File: config.mk
export PLATFORM = sky130hd
export DESIGN_NAME = data_mem_mmio
export DESIGN_NICKNAME = d
export VERILOG_FILES = /design/src/rtl/data_mem_mmio.sv
export SDC_FILE = /design/constraint.sdc
export NUM_CORES = 2
export LEC_CHECK = 0
export ABC_AREA = 1
export ABC_CLOCK_PERIOD_IN_PS = 4300
export CAP_MARGIN = 0
export CORE_UTILIZATION = 35
export CTS_CLUSTER_DIAMETER = 200
export DETAILED_ROUTE_END_ITERATION = 10
export PLACE_DENSITY_LB_ADDON = 0.1
export SYNTH_ARGS = -nofsm -noshare
export SYNTH_HDL_FRONTEND = slang
export SYNTH_SLANG_ARGS = --single-unit
File: constraint.sdc
create_clock -name clk -period 4.3 [get_ports clk]
set_input_delay 1.075 -clock clk [delete_from_list [all_inputs] [get_ports clk]]
set_output_delay 1.075 -clock clk [all_outputs]
set_load 0.01 [all_outputs]
File: src/rtl/data_mem_mmio.sv
// data_mem_mmio: data RAM with memory-mapped TX byte FIFO and cycle counter; DATA_MEM_MMIO_CYCLE_COUNTER_EN enables the counter
module data_mem_mmio #(
    parameter int RAM_WORDS = 64,
    parameter int TX_DEPTH  = 4
) (
    input  logic        clk,
    input  logic        rst,
    input  logic        req_valid,
    output logic        req_ready,
    input  logic        req_we,
    input  logic [31:0] req_addr,
    input  logic [31:0] req_wdata,
    output logic [31:0] rdata,
    output logic        rdata_valid,
    output logic [7:0]  tx_data,
    output logic        tx_valid,
    input  logic        tx_ready
);
    localparam int AW = $clog2(RAM_WORDS);
    localparam int PW = $clog2(TX_DEPTH);
    localparam int CW = PW + 1;

    // RAM words start at zero and are never touched by reset
    logic [31:0] mem [RAM_WORDS] = '{default: '0};
    logic [7:0]  fifo_q [TX_DEPTH];

    logic [PW-1:0] wr_ptr_q, wr_ptr_d, rd_ptr_q, rd_ptr_d;
    logic [CW-1:0] count_q, count_d;
    logic [31:0]   rdata_q, rdata_d;
    logic          rdata_valid_q, rdata_valid_d;
    logic          tx_valid_q, tx_valid_d;
    logic [7:0]    tx_data_q, tx_data_d;
    logic [31:0]   cycle_val, load_val;
    logic          sel_ram, sel_txd, sel_sts, sel_cyc;
    logic          full, empty, accept, push, pop, ram_we;
    logic          unused_addr;

    assign unused_addr = ^req_addr[1:0];

`ifdef DATA_MEM_MMIO_CYCLE_COUNTER_EN
    logic [31:0] cycle_q, cycle_d;

    // free-running counter, wraps naturally at 2^32
    always_comb cycle_d = cycle_q + 32'd1;

    // counter register
    always_ff @(posedge clk or posedge rst) begin
        if (rst) cycle_q <= '0;
        else cycle_q <= cycle_d;
    end

    assign cycle_val = cycle_q;
`else
    assign cycle_val = '0;
`endif

    // decode, handshake, FIFO bookkeeping and load response
    always_comb begin
        sel_ram = req_addr[31:8] == 24'h0;
        sel_txd = req_addr[31:2] == 30'h40;
        sel_sts = req_addr[31:2] == 30'h41;
        sel_cyc = req_addr[31:2] == 30'h42;
        full = count_q == CW'(TX_DEPTH);
        empty = count_q == '0;
        req_ready = !(req_valid && req_we && sel_txd && full);
        accept = req_valid && req_ready && !rst;
        push = accept && req_we && sel_txd;
        ram_we = accept && req_we && sel_ram;
        pop = tx_valid_q && tx_ready;
        load_val = sel_ram ? mem[req_addr[AW+1:2]] :
                   sel_sts ? {27'b0, 3'(count_q), full, empty} :
                   sel_cyc ? cycle_val : 32'h0;
        wr_ptr_d = push ? wr_ptr_q + 1'b1 : wr_ptr_q;
        rd_ptr_d = pop ? rd_ptr_q + 1'b1 : rd_ptr_q;
        count_d = count_q + CW'(push) - CW'(pop);
        tx_valid_d = count_d != '0;
        // the new head may be the byte being pushed this edge (empty, or last entry popping)
        tx_data_d = (push && wr_ptr_q == rd_ptr_d) ? req_wdata[7:0] : fifo_q[rd_ptr_d];
        rdata_valid_d = accept && !req_we;
        rdata_d = rdata_valid_d ? load_val : rdata_q;
    end

    // storage writes: RAM and FIFO slots carry no reset
    always_ff @(posedge clk) begin
        if (ram_we) mem[req_addr[AW+1:2]] <= req_wdata;
        if (push) fifo_q[wr_ptr_q] <= req_wdata[7:0];
    end

    // control and output registers
    always_ff @(posedge clk or posedge rst) begin
        if (rst) begin
            wr_ptr_q <= '0;
            rd_ptr_q <= '0;
            count_q <= '0;
            rdata_q <= '0;
            rdata_valid_q <= 1'b0;
            tx_valid_q <= 1'b0;
            tx_data_q <= '0;
        end else begin
            wr_ptr_q <= wr_ptr_d;
            rd_ptr_q <= rd_ptr_d;
            count_q <= count_d;
            rdata_q <= rdata_d;
            rdata_valid_q <= rdata_valid_d;
            tx_valid_q <= tx_valid_d;
            tx_data_q <= tx_data_d;
        end
    end

    assign rdata = rdata_q;
    assign rdata_valid = rdata_valid_q;
    assign tx_valid = tx_valid_q;
    assign tx_data = tx_data_q;
endmodule

==> impl_metrics.ini <==
[placement]
gp_congestion = 0.806
port_buffers = 109
post-place-ws_ns = 0.130
dpl-instance-area_um2 = 96700
place_hpwl_um = 171000
dp_cells = 11900

[min_path]
hp-start = req_wdata[13]
hold_class = primary input to register

[floorplanning]
die_area_um2 = 257000
die_h_um = 507
die_w_um = 507
io-pin-count = 112
rows = 184
initial_core_util = 0.353
coreArea_um2 = 252000

[run]
maxCapViolations = 0

[timing]
worstMarginPinSlew_ns = 1.24
setup_slack_ns = 0.326
final_max_slew_viol_count = 0
fin_skew_ns = 0.0399
timing.hold.ws_ns = 0.451
tns_ns = 0
fmax_mhz = 252
fin_crit_sh = 0.924
finalCriticalPeriod_ns = 3.97
max_slew_margin = 0.170
grt_setup_unrepaired = false
hold_viol = 0
setup_viol = 0

[layout]
multiInputGateArea_um2 = 22800
finish.utilization = 0.412
stdcell_area_um2 = 104000
nNetsFinal = 8820
drive_gt1_frac = 0.0892
final_cells = 12300
area_delta_synth_final_pct = 16.7
seq_area_um2 = 63700
fillers = 24200

[global_routing]
grt_util_all_layers = 0.224
grt_pass1_vias = 57400
gr-total-overflow = 0
antenna_found_initial = 27
grt_pass1_wl_um = 415000
grt_max_degree = 178

[cts]
worstSkewPairLatency_ns = 0.88
cts_tree = built
htree_levels = 4
post-cts-setup-buffers = 0
post_cts_resize_count = 0
cts.sinks = 2129
cts_root_buffer = clkbuf_16
path_clk_slew_ns = 0.05
cts_buffers = 231
clock_path_buffers = 3
cts_hold_buf = 0

[yosys]
synthCells = 8485
synth_xor_area_frac = 0.000702
synth_top_flop_cell = edfxtp_1
synthAdderAreaFrac = 0.00107
ys_seq_area_frac = 0.715
synthArstFlopShare = 0.0230
synth_top_area_share = 0.701
synth_nets = 8561
yosys.area_share.simple = 0.242
synth_cell_type_count = 38
synth-compound-area-share = 0.00843
syn_avg_cell_area_um2 = 10.5
yosys-mux-area-fraction = 0
yosysTopAreaCell = edfxtp_1
synth_top_family_by_area = simple AND/OR/NAND/NOR gates
synth.most_common_cell = nand2_1
yosysWarningCount = 0
synth_commonest_cells = nand2_1, edfxtp_1, nand3_1
synth-edff-count = 2080
ys_ff_latch = 2129
synth_area_leaders = edfxtp_1, nand2_1, nand3_1, buf_2, dfrtp_1
mappedNetlistArea_um2 = 89100

[power]
comb_power_share = 0.072
swShare = 0.235
leakage_nw = 42.3
p_clk_frac = 0.424
power_mw = 45.4
power.switching_mw = 10.7
p_int_mw = 34.8
pwr-share-seq = 0.504
powerDensity_nw_per_um2 = 437
irDropWorstVdd_uv = 353

[critical_path]
end_kind = primary output
cp.arrival_ns = 2.90
worstSetupPathType = primary input to primary output
worstPathRequired_ns = 3.22
start_kind = primary input
worstPathMaxFanout = 3
reg2reg_from = count_q[1]
cp-startpoint = req_addr[6]

[detailed_routing]
wirelength_um = 288000
drc = 0
ant_nets = 0
vias = 59400
drt_iter0_drc = 5566
avgRoutedWirePerCell_um = 23.4
avgViaCountPerCell = 4.83
drtPass1Iterations = 5

[run_status]
status = finished clean
[power by group through the flow]
stage	Clock, mW	Sequential (mW)	Combinational [mW]
5_1_grt	20.5	22.9	3.60
3_5_place_dp	0	23.3	3.32
3_3_place_gp	0	23.3	3.31
2_1_floorplan	0	23.3	1.58
4_1_cts	19.7	22.9	3.33
6_report	19.3	22.9	3.27
[path summary, 6_finish.rpt]
check                           depth (start not counted)          end  slack (ns)
worst max-delay path                                    9    req_ready        0.33
worst min-delay path                                    1  mem[15][13]        0.45
worst max register to register                          9   mem[48][6]        1.55
worst min register to register                          2    rdata[18]        0.48
max in group asynchronous                               3    rdata[14]        3.08
min in group asynchronous                               2     rdata[4]        0.59
[state kept, by name, indices dropped and copies added (netlist names)]
signal	flops
wr_ptr_q	2
mem	2048
tx_data	8
rdata_valid	1
fifo_q	32
rdata	32
count_q	3
tx_valid	1
rd_ptr_q	2
[area by class of cell]
type / count / area share
antenna: 14 / 0.000337
clock inverter: 113 / 0.00932
tap: 3348 / 0.0403
multi-input combinational: 5693 / 0.220
clock buffer: 309 / 0.0601
sequential: 2129 / 0.613
timing repair buffer: 458 / 0.0486
inverter: 231 / 0.00881
[cell families (layout without fill, tap and decap cells)]
group,after synthesis,count (layout)
adder cells (fa/ha/maj),7,7
AO/OA/AOI/OAI,124,124
AND/OR/NAND/NOR,5557,5557
other,0,14
buffers and inverters,663,1111
XOR/XNOR,5,5
flip-flops,2129,2129
[cell usage in the layout (no fill, tap or decap), types with 6 or more instances in the layout]
cell / count
clkbuf_16: 235
dfrtp_1: 49
inv_6: 7
clkinv_1: 56
or2_2: 9
inv_1: 213
nand2_1: 4900
clkdlybuf4s50_1: 74
edfxtp_1: 2080
buf_2: 32
buf_4: 230
o211ai_1: 52
diode_2: 14
bufinv_16: 16
nor2_1: 210
nor2_4: 6
or2_1: 18
clkinv_2: 30
ha_1: 6
clkbuf_1: 65
nand3_1: 329
nor3_2: 70
buf_12: 119
clkbuf_8: 10
o21ai_1: 66
inv_2: 12
[worst max-delay path, stage by stage]
cell and delay, ns:
clkdlybuf4s50_1 0.44, inv_2 0.07, nand2_1 0.10, nor2_4 0.12
buf_12 0.14, nand3_1 0.10, nor2_2 0.18, nand2_1 0.14
clkdlybuf4s50_1 0.51
[routing by layer]
metal / share of wire / track usage
met1: 0.46 / 0.320
met2: 0.46 / 0.357
met3: 0.051 / 0.0277
met4: 0.026 / 0.0642
met5: 0.000028 / 0
(Power assumes the default switching activity.)
